==> src/rtl/pipeline_hazard_ctrl_pkg.sv <==
// Shared types and defaults for the pipeline hazard sequencer:
// FSM state, writeback-select encodings and the memory-wait counter sizing.
package hazard_pkg;

  localparam int HZ_REG_ADDR_W = 5;

  typedef enum logic {
    RUN      = 1'b0,
    MEM_WAIT = 1'b1
  } hz_state_e;

  typedef enum logic [1:0] {
    ALU  = 2'b00,
    LOAD = 2'b01,
    PC4  = 2'b10
  } wb_sel_e;

  // Wait counter must hold MEM_TIMEOUT itself; a disabled timeout still needs one bit.
  function automatic int hz_cnt_width(input int timeout);
    int w;
    w = (timeout <= 0) ? 1 : $clog2(timeout + 1);
    return (w < 1) ? 1 : w;
  endfunction

endpackage

==> src/rtl/pipeline_hazard_ctrl_if.sv <==
// Hazard bus between the pipeline datapath (master) and the stall/flush
// sequencer (slave): ID/EX operand info, MEM handshake and the stage controls.
interface pipeline_hazard_ctrl_if
  import hazard_pkg::*;
#(
  parameter int REG_ADDR_W = HZ_REG_ADDR_W
);

  logic [REG_ADDR_W-1:0] id_rs1;
  logic [REG_ADDR_W-1:0] id_rs2;
  logic                  id_uses_rs1;
  logic                  id_uses_rs2;
  logic [REG_ADDR_W-1:0] ex_rd;
  logic                  ex_is_load;
  logic                  ex_redirect;
  logic                  mem_req;
  logic                  mem_ready;

  logic                  stall_if;
  logic                  stall_id;
  logic                  stall_ex;
  logic                  stall_mem;
  logic                  flush_id;
  logic                  bubble_ex;
  logic                  bubble_wb;

  modport master (
    output id_rs1, id_rs2, id_uses_rs1, id_uses_rs2,
    output ex_rd, ex_is_load, ex_redirect,
    output mem_req, mem_ready,
    input  stall_if, stall_id, stall_ex, stall_mem,
    input  flush_id, bubble_ex, bubble_wb
  );

  modport slave (
    input  id_rs1, id_rs2, id_uses_rs1, id_uses_rs2,
    input  ex_rd, ex_is_load, ex_redirect,
    input  mem_req, mem_ready,
    output stall_if, stall_id, stall_ex, stall_mem,
    output flush_id, bubble_ex, bubble_wb
  );

endinterface

==> src/rtl/pipeline_hazard_ctrl_sat_counter.sv <==
// Saturating up-counter used for the hazard performance statistics;
// it sticks at all-ones instead of wrapping.
module hazard_sat_counter #(
  parameter int W = 32
) (
  input  logic         clk,
  input  logic         resetn,
  input  logic         inc,
  output logic [W-1:0] count
);

  always_ff @(posedge clk or negedge resetn) begin
    if (!resetn) begin
      count <= '0;
    end else if (inc && (count != '1)) begin
      count <= count + 1'b1;
    end
  end

endmodule

==> src/rtl/pipeline_hazard_ctrl.sv <==
// Stall/flush sequencer for the 5-stage RV32 pipeline: load-use bubbles, EX redirects,
// and a timed data-memory wait FSM. Perf counters are built only with HAZARD_PERF_CNT_EN.
module pipeline_hazard_ctrl
  import hazard_pkg::*;
#(
  parameter int REG_ADDR_W  = HZ_REG_ADDR_W,
  parameter int MEM_TIMEOUT = 16,
  parameter int CNT_W       = 32
) (
  input  logic                  clk,
  input  logic                  resetn,
  pipeline_hazard_ctrl_if.slave hz,
  output logic                  mem_timeout,
  output logic                  err_sticky,
  output logic [CNT_W-1:0]      perf_lu,
  output logic [CNT_W-1:0]      perf_flush,
  output logic [CNT_W-1:0]      perf_memwait
);

  localparam int                WAIT_W    = hz_cnt_width(MEM_TIMEOUT);
  localparam logic [WAIT_W-1:0] WAIT_LAST = WAIT_W'((MEM_TIMEOUT > 0) ? (MEM_TIMEOUT - 1) : 0);
  localparam logic [WAIT_W-1:0] WAIT_MAX  = '1;
  localparam logic [WAIT_W-1:0] WAIT_ONE  = WAIT_W'(1);

  hz_state_e             state_q, state_d;
  logic [WAIT_W-1:0]     wait_q, wait_d;
  logic                  err_q, err_d;

  logic [REG_ADDR_W-1:0] rs1, rs2, rd;
  logic                  load_use;
  logic                  timeout_fire;
  logic                  mem_stall;

  logic                  stall_if_c, stall_id_c, stall_ex_c, stall_mem_c;
  logic                  flush_id_c, bubble_ex_c, bubble_wb_c;
  logic                  mem_timeout_c, err_sticky_c;

  assign rs1 = hz.id_rs1;
  assign rs2 = hz.id_rs2;
  assign rd  = hz.ex_rd;

  assign load_use = hz.ex_is_load && (rd != '0) &&
                    ((hz.id_uses_rs1 && (rs1 == rd)) || (hz.id_uses_rs2 && (rs2 == rd)));

  // The abandon cycle itself is not a stall: the pipeline moves on with a dropped result.
  assign timeout_fire = (MEM_TIMEOUT != 0) && (state_q == MEM_WAIT) &&
                        !hz.mem_ready && (wait_q >= WAIT_LAST);

  assign mem_stall = ((state_q == RUN) && hz.mem_req && !hz.mem_ready) ||
                     ((state_q == MEM_WAIT) && !hz.mem_ready && !timeout_fire);

  always_ff @(posedge clk or negedge resetn) begin
    if (!resetn) begin
      state_q <= RUN;
      wait_q  <= '0;
      err_q   <= 1'b0;
    end else begin
      state_q <= state_d;
      wait_q  <= wait_d;
      err_q   <= err_d;
    end
  end

  always_comb begin
    state_d = state_q;
    wait_d  = wait_q;
    err_d   = err_q;
    case (state_q)
      RUN: begin
        if (hz.mem_req && !hz.mem_ready) begin
          state_d = MEM_WAIT;
          wait_d  = WAIT_ONE;
        end
      end
      MEM_WAIT: begin
        if (hz.mem_ready || timeout_fire) begin
          state_d = RUN;
          wait_d  = '0;
          err_d   = err_q | timeout_fire;
        end else if (wait_q != WAIT_MAX) begin
          wait_d = wait_q + 1'b1;
        end
      end
      default: begin
        state_d = RUN;
        wait_d  = '0;
      end
    endcase
  end

  // Memory wait freezes EX, so redirect and load-use only act once it is released.
  always_comb begin
    stall_if_c    = 1'b0;
    stall_id_c    = 1'b0;
    stall_ex_c    = 1'b0;
    stall_mem_c   = 1'b0;
    flush_id_c    = 1'b0;
    bubble_ex_c   = 1'b0;
    bubble_wb_c   = 1'b0;
    mem_timeout_c = 1'b0;
    err_sticky_c  = 1'b0;
    if (resetn) begin
      if (mem_stall) begin
        stall_if_c  = 1'b1;
        stall_id_c  = 1'b1;
        stall_ex_c  = 1'b1;
        stall_mem_c = 1'b1;
        bubble_wb_c = 1'b1;
      end else begin
        if (hz.ex_redirect) begin
          flush_id_c  = 1'b1;
          bubble_ex_c = 1'b1;
        end else if (load_use) begin
          stall_if_c  = 1'b1;
          stall_id_c  = 1'b1;
          bubble_ex_c = 1'b1;
        end
        if (timeout_fire) begin
          bubble_wb_c   = 1'b1;
          mem_timeout_c = 1'b1;
        end
      end
      err_sticky_c = err_q;
    end
  end

  assign hz.stall_if  = stall_if_c;
  assign hz.stall_id  = stall_id_c;
  assign hz.stall_ex  = stall_ex_c;
  assign hz.stall_mem = stall_mem_c;
  assign hz.flush_id  = flush_id_c;
  assign hz.bubble_ex = bubble_ex_c;
  assign hz.bubble_wb = bubble_wb_c;
  assign mem_timeout  = mem_timeout_c;
  assign err_sticky   = err_sticky_c;

`ifdef HAZARD_PERF_CNT_EN
  logic inc_lu, inc_flush, inc_memwait;

  assign inc_lu      = bubble_ex_c && !flush_id_c;
  assign inc_flush   = flush_id_c;
  assign inc_memwait = stall_mem_c;

  hazard_sat_counter #(.W(CNT_W)) u_perf_lu (
    .clk    (clk),
    .resetn (resetn),
    .inc    (inc_lu),
    .count  (perf_lu)
  );

  hazard_sat_counter #(.W(CNT_W)) u_perf_flush (
    .clk    (clk),
    .resetn (resetn),
    .inc    (inc_flush),
    .count  (perf_flush)
  );

  hazard_sat_counter #(.W(CNT_W)) u_perf_memwait (
    .clk    (clk),
    .resetn (resetn),
    .inc    (inc_memwait),
    .count  (perf_memwait)
  );
`else
  assign perf_lu      = '0;
  assign perf_flush   = '0;
  assign perf_memwait = '0;
`endif

endmodule

==> src/flat_wrapper.sv <==
// flat-port wrapper written by rule: the top's interface ports become plain ports
module pipeline_hazard_ctrl_flat import hazard_pkg::*;
#(
  parameter int REG_ADDR_W  = HZ_REG_ADDR_W,
  parameter int MEM_TIMEOUT = 16,
  parameter int CNT_W       = 32
)
  (clk, resetn, mem_timeout, err_sticky, perf_lu, perf_flush, perf_memwait, hz_id_rs1, hz_id_rs2, hz_id_uses_rs1, hz_id_uses_rs2, hz_ex_rd, hz_ex_is_load, hz_ex_redirect, hz_mem_req, hz_mem_ready, hz_stall_if, hz_stall_id, hz_stall_ex, hz_stall_mem, hz_flush_id, hz_bubble_ex, hz_bubble_wb);
  pipeline_hazard_ctrl_if #(.REG_ADDR_W(REG_ADDR_W)) hz_i ();
  input  logic clk;
  input  logic resetn;
  output logic mem_timeout;
  output logic err_sticky;
  output logic [CNT_W-1:0] perf_lu;
  output logic [CNT_W-1:0] perf_flush;
  output logic [CNT_W-1:0] perf_memwait;
  input wire logic [$bits(hz_i.id_rs1)-1:0] hz_id_rs1;
  input wire logic [$bits(hz_i.id_rs2)-1:0] hz_id_rs2;
  input wire logic [$bits(hz_i.id_uses_rs1)-1:0] hz_id_uses_rs1;
  input wire logic [$bits(hz_i.id_uses_rs2)-1:0] hz_id_uses_rs2;
  input wire logic [$bits(hz_i.ex_rd)-1:0] hz_ex_rd;
  input wire logic [$bits(hz_i.ex_is_load)-1:0] hz_ex_is_load;
  input wire logic [$bits(hz_i.ex_redirect)-1:0] hz_ex_redirect;
  input wire logic [$bits(hz_i.mem_req)-1:0] hz_mem_req;
  input wire logic [$bits(hz_i.mem_ready)-1:0] hz_mem_ready;
  output wire logic [$bits(hz_i.stall_if)-1:0] hz_stall_if;
  output wire logic [$bits(hz_i.stall_id)-1:0] hz_stall_id;
  output wire logic [$bits(hz_i.stall_ex)-1:0] hz_stall_ex;
  output wire logic [$bits(hz_i.stall_mem)-1:0] hz_stall_mem;
  output wire logic [$bits(hz_i.flush_id)-1:0] hz_flush_id;
  output wire logic [$bits(hz_i.bubble_ex)-1:0] hz_bubble_ex;
  output wire logic [$bits(hz_i.bubble_wb)-1:0] hz_bubble_wb;
  assign hz_i.id_rs1 = hz_id_rs1;
  assign hz_i.id_rs2 = hz_id_rs2;
  assign hz_i.id_uses_rs1 = hz_id_uses_rs1;
  assign hz_i.id_uses_rs2 = hz_id_uses_rs2;
  assign hz_i.ex_rd = hz_ex_rd;
  assign hz_i.ex_is_load = hz_ex_is_load;
  assign hz_i.ex_redirect = hz_ex_redirect;
  assign hz_i.mem_req = hz_mem_req;
  assign hz_i.mem_ready = hz_mem_ready;
  assign hz_stall_if = hz_i.stall_if;
  assign hz_stall_id = hz_i.stall_id;
  assign hz_stall_ex = hz_i.stall_ex;
  assign hz_stall_mem = hz_i.stall_mem;
  assign hz_flush_id = hz_i.flush_id;
  assign hz_bubble_ex = hz_i.bubble_ex;
  assign hz_bubble_wb = hz_i.bubble_wb;
  pipeline_hazard_ctrl #(.REG_ADDR_W(REG_ADDR_W), .MEM_TIMEOUT(MEM_TIMEOUT), .CNT_W(CNT_W)) u_core (.clk(clk), .resetn(resetn), .hz(hz_i), .mem_timeout(mem_timeout), .err_sticky(err_sticky), .perf_lu(perf_lu), .perf_flush(perf_flush), .perf_memwait(perf_memwait));
endmodule
==> config.mk <==
export PLATFORM = sky130hd
export DESIGN_NAME = pipeline_hazard_ctrl_flat
export DESIGN_NICKNAME = d
export VERILOG_FILES = /design/src/rtl/pipeline_hazard_ctrl_pkg.sv /design/src/rtl/pipeline_hazard_ctrl_if.sv /design/src/rtl/pipeline_hazard_ctrl_sat_counter.sv /design/src/rtl/pipeline_hazard_ctrl.sv /design/src/flat_wrapper.sv
export SDC_FILE = /design/constraint.sdc
export NUM_CORES = 1
export LEC_CHECK = 0
export CORE_MARGIN = 5
export CORE_UTILIZATION = 33
export DETAILED_ROUTE_END_ITERATION = 10
export HOLD_SLACK_MARGIN = 0.05
export PLACE_DENSITY = 0.95
export REMOVE_ABC_BUFFERS = 1
export SYNTH_ARGS = -nofsm -noshare
export SYNTH_HDL_FRONTEND = slang
export SYNTH_HIERARCHICAL = 1
export SYNTH_SLANG_ARGS = --single-unit
==> constraint.sdc <==
create_clock -name clk -period 5.5 [get_ports clk]
set_clock_uncertainty 0.15 [all_clocks]
set_input_delay 0.55 -clock clk [delete_from_list [all_inputs] [get_ports clk]]
set_output_delay 0.55 -clock clk [all_outputs]
set_load 0.02 [all_outputs]
Yosys cells after proc, flatten, opt, wreduce, memory -nomap -nowiden. Cells that the tools add are included.

$add $sub $neg: 1. Order comparisons: 1. Equality and inequality tests: 5. Multiplexer cells: 25. Bitwise operators: 2. Reductions and logical operators: 18.

Operator list (count): $mux W1 (20); $mux W5 (3); $eq A5 B5 Y1 (2); $logic_and A1 B1 Y1 (10); $pmux W5 S2 (1); $add A5 B1 Y5 const B (1); $ge A5 B4 Y1 const B (1); $ne A5 B5 Y1 const B (1); $reduce_bool A5 Y1 (1); $reduce_and A2 Y1 (2); $logic_or A1 B1 Y1 (3); $ne A3 B3 Y1 const B (1); $logic_not A1 Y1 (2); $ne A2 B2 Y1 const B (1); $pmux W1 S2 (1); $not A1 Y1 (1); $or A1 B1 Y1 (1).

Bits in registers: 7. Input bits: 23. Output and inout port bits: 105. Word-level logic and storage cells: 55.

Depth between registers and ports, before layout. Gate-level depths: netlist (run 1).

Depth in word-level cells: 8. Mapped depth: 7. Gate-level depth less buffers: 7.

Least setup slack after synthesis (run 1). No wires, ideal clock.

Kind: reg-to-output. Start point: reg u_core.wait_q[0]. End point: out hz_stall_mem. Arrival time: 1935 ps. Required time: 4800 ps. Path slack: 2865 ps. Cell stages (with the launch flop): 8. Buffers on the path: 1. Cell sequence: dfrtp_1 -> ha_1 -> and3_1 -> ha_1 -> nor2_1 -> a31oi_4 -> nor2_1 -> buf_4.

Cells in the longest elaborated chain, start to end: 7.

Ends and longest elaborated chain: start: declaration (line pipeline_hazard_ctrl.sv:26) `logic [WAIT_W-1:0] wait_q, wait_d;`; start signal: assignment (line pipeline_hazard_ctrl.sv:59) `wait_q <= wait_d;`; $ge A5 B4 Y1 (line pipeline_hazard_ctrl.sv:47) `!hz.mem_ready && (wait_q >= WAIT_LAST);`; $logic_and A1 B1 Y1 (line pipeline_hazard_ctrl.sv:47); $logic_not A1 Y1 (line pipeline_hazard_ctrl.sv:50) `((state_q == MEM_WAIT) && !hz.mem_ready && !timeout_fire);`; $logic_and A1 B1 Y1 (line pipeline_hazard_ctrl.sv:50); $logic_or A1 B1 Y1 (line pipeline_hazard_ctrl.sv:49) `assign mem_stall = ((state_q == RUN) && hz.mem_req && !hz.mem_ready) ||`; $mux W1 (2 in series); end: declaration (line flat_wrapper.sv:29) `output wire logic [$bits(hz_i.stall_mem)-1:0] hz_stall_mem;`.

No other way between the ends.

Worst setup path in the final report (run 1).
Start point: in hz_ex_rd[3]. End point: out hz_stall_id.

Cells in the longest elaborated chain, start to end: 8. Elaborated cells on any way between the ends: 12. Classes of those cells: eq/ne (2); mux (4); reduce/logical (6).

Ends and longest elaborated chain: start: declaration (line flat_wrapper.sv:21) `input wire logic [$bits(hz_i.ex_rd)-1:0] hz_ex_rd;`; $eq A5 B5 Y1 (line pipeline_hazard_ctrl.sv:43) `((hz.id_uses_rs1 && (rs1 == rd)) || (hz.id_uses_rs2 && (rs2 == rd)));`; $logic_and A1 B1 Y1 (line pipeline_hazard_ctrl.sv:43); $logic_or A1 B1 Y1 (line pipeline_hazard_ctrl.sv:43); $logic_and A1 B1 Y1 (*) (line pipeline_hazard_ctrl.sv:42) `assign load_use = hz.ex_is_load && (rd != '0) &&`; $mux W1 (*) (line pipeline_hazard_ctrl.sv:113) `end else if (load_use) begin`; $mux W1 (*) (line pipeline_hazard_ctrl.sv:110) `if (hz.ex_redirect) begin`; $mux W1 (*) (line pipeline_hazard_ctrl.sv:103) `if (mem_stall) begin`; $mux W1 (*) (line pipeline_hazard_ctrl.sv:102) `if (resetn) begin`; end: declaration (line flat_wrapper.sv:27) `output wire logic [$bits(hz_i.stall_id)-1:0] hz_stall_id;`.

Every way passes the cells marked *; elsewhere a longest branch is shown, timed or not.

==> results.py, run 1 <==
metrics = {
    "worst_setup_path": {
        "r2r-start": "u_core/wait_q[0]",
        "endpoint_kind": "primary output",
        "cp_slowest_stage_delay_ns": 0.66,
        "reg2reg_slack_ns": 3.35,
        "crit_family": "buffers and inverters",
        "path_common_cell": "clkdlybuf4s50_1",
        "critPathKind": "input port to primary output",
        "worst_ep_required_time_ns": 4.80,
        "path_buf_inv": 2,
        "cp-start-kind": "input port",
        "path_cells": "clkdlybuf4s50_1 > xor2_1 > nor4_2 > a32oi_1 > o32ai_2 > clkdlybuf4s50_1",
        "worstSetupStartpoint": "hz_ex_rd[3]",
        "crit_path_top_delay_cell": "clkdlybuf4s50_1",
        "arrival_ns": 2.66,
        "crit_fanout": 3,
    },
    "placement": {
        "place_hpwl_um": 2240,
        "portBuffers": 31,
        "globalplace.congestion": 0.769,
        "place_ws_ns": 2.11,
    },
    "drt": {
        "drc": 0,
        "vias": 908,
        "routed_wl_um": 2550,
        "via_per_inst": 3.65,
        "postRouteAntennaNets": 0,
        "drtIter0Drc": 26,
        "drt-pass1-iter-count": 4,
        "avgRoutedWirePerCell_um": 10.2,
    },
    "floorplan": {
        "dieArea_um2": 5500,
        "die_w_um": 74.1,
        "ios": 128,
        "core_um2": 4000,
        "start_util_pct": 33.9,
        "num_rows": 23,
        "die_height_um": 74.1,
    },
    "timing": {
        "finalCriticalPeriod_ns": 3.36,
        "setup_viol_count_final": 0,
        "fin_ws_ns": 2.14,
        "finalHoldViolCount": 0,
        "slew_viol_final": 0,
        "maxSlewHeadroom_pct": 65.8,
        "rsz0062_at_grt": "no",
        "fin_crit_sh_pct": 61.2,
        "worst_slew_pin_slew_ns": 0.511,
        "max_freq_mhz": 297,
        "tns_ns": 0,
    },
    "run": {
        "drv_cap": 0,
    },
    "logic_synthesis": {
        "synth_cell_types": 34,
        "ys_warn_count": 6,
        "syn_inst": 167,
        "seq_area_frac_synth_pct": 12.9,
        "synth.avg_cell_area_um2": 8.13,
        "ys_seq_elements": 7,
        "syn-cell-area_um2": 1360,
    },
    "min_path": {
        "hold_path.class": "flop to flop",
        "min_from": "u_core/err_q",
    },
    "finish": {
        "fin_nets": 226,
        "diodes": 0,
        "nFillCells": 428,
        "syn_to_final_growth_pct": 2.86,
        "final_common_cell": "conb_1",
        "drive_gt1_share_pct": 3.52,
        "final_cell_mix": "conb_1, clkdlybuf4s50_1, xor2_1",
    },
    "global_route": {
        "grt_usage_pct": 7.34,
        "gr-total-overflow": 0,
        "grt_pass1_vias": 742,
        "antenna_found_initial": 0,
        "grt_pass1_wl_um": 3130,
        "grt_max_degree": 14,
    },
    "clocking": {
        "cts_tree": "done",
        "clockBufferDepth": 2,
        "insertion_delay_ns": 0.23,
        "root_buffer": "clkbuf_8",
        "cts-resized-gates": 0,
        "cts_made_buffers": 3,
        "cts.sinks": 7,
        "cts_hold_buf": 0,
        "postCtsSetupRepairBufs": 0,
        "cts.htree.levels": 1,
        "cts.clk_slew.worst_paths_ns": 0.04,
    },
    "pwr": {
        "leakagePower_nw": 0.753,
        "p_per_area_nw_per_um2": 184,
        "peakVddDrop_mv": 0.109,
    },
    "outcome": {
        "status": "complete, no violations",
    },
}
-- path summary, 6_finish.rpt --
path	cells past startpoint	end
worst max-delay path	6	hz_stall_id
worst min-delay path	1	u_core/err_q
worst max register to register	7	u_core/wait_q[2]
worst min register to register	1	u_core/err_q
max in group asynchronous	1	u_core/wait_q[2]
min in group asynchronous	1	u_core/wait_q[0]
-- worst register-to-register path: stages (launching register included) --
cell     delay, ns
dfrtp_1       0.43
ha_1          0.24
and3_1        0.20
ha_1          0.17
nor2_1        0.28
nand3_1       0.23
nor2_1        0.20
a32o_1        0.18
-- power breakdown --
part | internal [mW] | switching (mW)
Sequential | 0.0566 | 0.00633
Combinational | 0.0348 | 0.0865
Clock | 0.0502 | 0.0232
Total | 0.142 | 0.116
-- synth_stat cells (all sizes together) --
library cell  number  area share (%)
buf               98              54
xor2               8             5.2
dfrtp              7              13
nor2               7             1.9
inv                5             1.4
o21ai              4             1.5
ha                 3             2.8
nand2              3            0.83
a21o               2             1.1
a21oi              2            0.74
a31oi              2             2.0
and2               2            0.92
and2b              2             1.1
and3               2            0.92
nor2b              2            0.92
nor4               2             1.4
o31ai              2             1.1
o32ai              2             1.8
xnor2              2             1.3
a22o               1            0.65
a32o               1            0.74
a32oi              1            0.65
and4               1            0.65
conb               1            0.28
nand3              1            0.37
nand4              1            0.92
o211ai             1            0.55
o2bb2ai            1            0.65
or4                1            0.55
-- per-stage QoR --
stage | std cells | area (µm²) | total power, mW | hold WS [ns] | util (%)
final | 249 | 1400 | 0.258 | 0.297 | 34.9
after global routing | 249 | 1400 | 0.275 | 0.320 | 34.9
after CTS | 249 | 1400 | 0.258 | 0.300 | 34.9
after detailed placement | 245 | 1350 | 0.182 | 0.291 | 33.8
after global placement | 245 | 1350 | 0.180 | 0.284 | 33.8
after floorplan | 164 | 978 | 0.149 | 0.104 | -
-- state kept, by name, summed over array words and instances (netlist names) --
register	count
u_core/err_q	1
u_core/state_q	1
u_core/wait_q	5
-- routing by layer --
| metal | part of all wire, % | vias to the layer above | GRT usage [%] |
|---|---|---|---|
| met5 | 0 | - | 0 |
| met4 | 0.43 | 0 | 1.81 |
| met3 | 20 | 2 | 4.32 |
| met2 | 46 | 77 | 12.4 |
| met1 | 33 | 412 | 7.84 |
| li1 | - | 417 | - |
-- cells by family after synthesis --
| logic type | Yosys count | share of synthesized area (%) |
|---|---|---|
| other cells | 1 | 0.276 |
| buf+inv | 103 | 55.6 |
| compound gates | 19 | 11.5 |
| xor+xnor | 10 | 6.45 |
| flops | 7 | 12.9 |
| simple gates | 24 | 10.5 |
| fa+ha+maj | 3 | 2.77 |
-- area by class of cell --
cell class	count	area (µm²)	area share (%)
Inverter	5	18.8	1.34
Multi-Input combinational cell	152	785	56.2
Timing Repair Buffer	31	310	22.2
Sequential cell	7	175	12.5
Tap cell	50	62.6	4.48
Clock buffer	4	45.0	3.23
(Power assumes the default switching activity.)
==> run 2: changes to the inputs <==
--- a/config.mk
+++ b/config.mk
@@ -6,10 +6,10 @@
 export NUM_CORES = 1
 export LEC_CHECK = 0
 export CORE_MARGIN = 5
-export CORE_UTILIZATION = 33
+export CORE_UTILIZATION = 31
 export DETAILED_ROUTE_END_ITERATION = 10
 export HOLD_SLACK_MARGIN = 0.05
-export PLACE_DENSITY = 0.95
+export PLACE_DENSITY = 0.91
 export REMOVE_ABC_BUFFERS = 1
 export SYNTH_ARGS = -nofsm -noshare
 export SYNTH_HDL_FRONTEND = slang
==> constraint.sdc (replaced) <==
create_clock -name clk -period 3.35 [get_ports clk]
set_clock_uncertainty 0.15 [all_clocks]
set_input_delay 0.335 -clock clk [delete_from_list [all_inputs] [get_ports clk]]
set_output_delay 0.335 -clock clk [all_outputs]
set_load 0.02 [all_outputs]
==> results.py, run 2 (synthesized netlist as in run 1, its figures left out) <==
metrics = {
    "finish": {
        "final_common_cell": "conb_1",
        "diodes": 0,
        "multi_input_area_um2": 785,
        "postLayoutCellArea_um2": 1410,
        "fin_cells": 252,
        "drive_gt1_share_pct": 4.00,
        "nFillCells": 448,
        "largest_register_ffs": 5,
        "seq_area_um2": 175,
        "final_cell_mix": "conb_1, clkdlybuf4s50_1, xor2_1",
        "largest_register": "u_core/wait_q",
        "fin_util_pct": 32.8,
        "syn_to_final_growth_pct": 3.59,
        "fin_nets": 227,
        "top_regs": "u_core/wait_q: 5 flops, u_core/err_q: 1 flops, u_core/state_q: 1 flops",
    },
    "timing": {
        "fin_crit_sh_pct": 91.9,
        "rsz0062_at_grt": "no",
        "whs_ns": 0.315,
        "slew_viol_final": 0,
        "finalCriticalPeriod_ns": 3.08,
        "max_freq_mhz": 325,
        "setup_viol_count_final": 0,
        "finalHoldViolCount": 0,
        "tns_ns": 0,
        "fin_ws_ns": 0.273,
    },
    "worst_setup_path": {
        "cp-start-kind": "flop",
        "endpoint_kind": "primary output",
        "reg2reg_slack_ns": 1.19,
        "worst_ep_required_time_ns": 2.86,
        "r2r_end": "u_core/wait_q[2]",
        "r2r_cells": 7,
        "critPathKind": "flop to primary output",
        "crit_fanout": 5,
        "arrival_ns": 2.59,
        "r2r-start": "u_core/wait_q[0]",
    },
    "drt": {
        "routed_wl_um": 2560,
        "drtIter0Drc": 29,
        "via_per_inst": 3.52,
        "postRouteAntennaNets": 0,
        "vias": 887,
        "avgRoutedWirePerCell_um": 10.2,
        "drt-pass1-iter-count": 4,
        "drc": 0,
    },
    "pwr": {
        "total_power_mw": 0.422,
        "leakagePower_nw": 0.758,
        "p_per_area_nw_per_um2": 300,
        "peakVddDrop_mv": 0.0959,
    },
    "clocking": {
        "cts.sinks": 7,
        "cts_made_buffers": 3,
        "cts.clk_slew.worst_paths_ns": 0.04,
        "cts_tree": "done",
        "cts_hold_buf": 0,
        "postCtsSetupRepairBufs": 0,
        "insertion_delay_ns": 0.23,
        "root_buffer": "clkbuf_8",
        "cts.htree.levels": 1,
        "clockBufferDepth": 2,
        "cts-resized-gates": 0,
    },
    "min_path": {
        "hold_end": "u_core/err_q",
        "min_from": "u_core/err_q",
        "holdPathStages": 1,
        "hold_path.class": "flop to flop",
    },
    "run": {
        "drv_cap": 0,
    },
    "global_route": {
        "gr-total-overflow": 0,
        "grt_pass1_wl_um": 3640,
        "grt_usage_pct": 7.68,
        "grt_pass1_vias": 781,
        "grt_max_degree": 8,
        "antenna_found_initial": 0,
    },
    "placement": {
        "place_hpwl_um": 2330,
        "place_ws_ns": 0.406,
        "globalplace.congestion": 0.801,
        "placed_cell_area_um2": 1360,
        "portBuffers": 31,
        "dp_cells": 248,
    },
    "floorplan": {
        "die_w_um": 76.2,
        "die_height_um": 76.2,
        "num_rows": 24,
        "ios": 128,
        "core_um2": 4290,
        "dieArea_um2": 5800,
        "start_util_pct": 31.6,
    },
    "outcome": {
        "status": "complete, no violations",
    },
}
run 2: cell types whose count changed in the layout (fill, tap and decap cells not counted):
cell   change
buf_4      +1
run 2: power by group:
group	leakage (nW)	total, mW	internal (mW)	switching, mW
Combinational	0.642	0.199	0.0577	0.141
Sequential	0.0927	0.104	0.0930	0.0106
Clock	0.0228	0.120	0.0824	0.0375
Total	0.758	0.422	0.233	0.189
run 2: area by class of cell:
cell class	count	share of cell area [%]
Tap cell	52	4.63
Multi-Input combinational cell	152	55.8
Clock buffer	4	3.20
Timing Repair Buffer	32	22.6
Sequential cell	7	12.5
Inverter	5	1.33
run 2: worst max-delay path by stage:
stage / from / endpoint / slack, ns
2_1_floorplan: u_core/wait_q[0] / hz_stall_ex / 0.94
3_3_place_gp: hz_ex_rd[3] / hz_stall_if / 0.43
3_5_place_dp: hz_ex_rd[3] / hz_stall_id / 0.41
4_1_cts: u_core/wait_q[0] / hz_bubble_ex / 0.24
5_1_grt: u_core/wait_q[0] / hz_bubble_ex / 0.1
6_report: u_core/wait_q[0] / hz_bubble_ex / 0.27
run 2: worst max-delay path, stage by stage, from the launching register on:
cell and delay [ns]:
dfrtp_1 0.43, ha_1 0.24, and3_1 0.20, ha_1 0.17, nor2_1 0.27, a31oi_4 0.16
o211ai_1 0.23, o31ai_1 0.10, clkdlybuf4s50_1 0.55
run 2: routing by layer:
metal	vias up	GRT usage, %	share of wire, %	wire (µm)
met5	-	0	0	0
met1	380	7.05	33	846
met3	4	6.26	21	536
met2	84	13.2	45	1160
met4	0	1.57	0.74	19
li1	419	-	-	-
==> run 3: changes to the inputs <==
--- a/config.mk
+++ b/config.mk
@@ -11,6 +11,7 @@
 export HOLD_SLACK_MARGIN = 0.05
 export PLACE_DENSITY = 0.91
 export REMOVE_ABC_BUFFERS = 1
+export SLEW_MARGIN = 30
 export SYNTH_ARGS = -nofsm -noshare
 export SYNTH_HDL_FRONTEND = slang
 export SYNTH_HIERARCHICAL = 1
==> results of run 3 <==
Same layout as run 2: the final DEF is identical, and so are final timing and power.
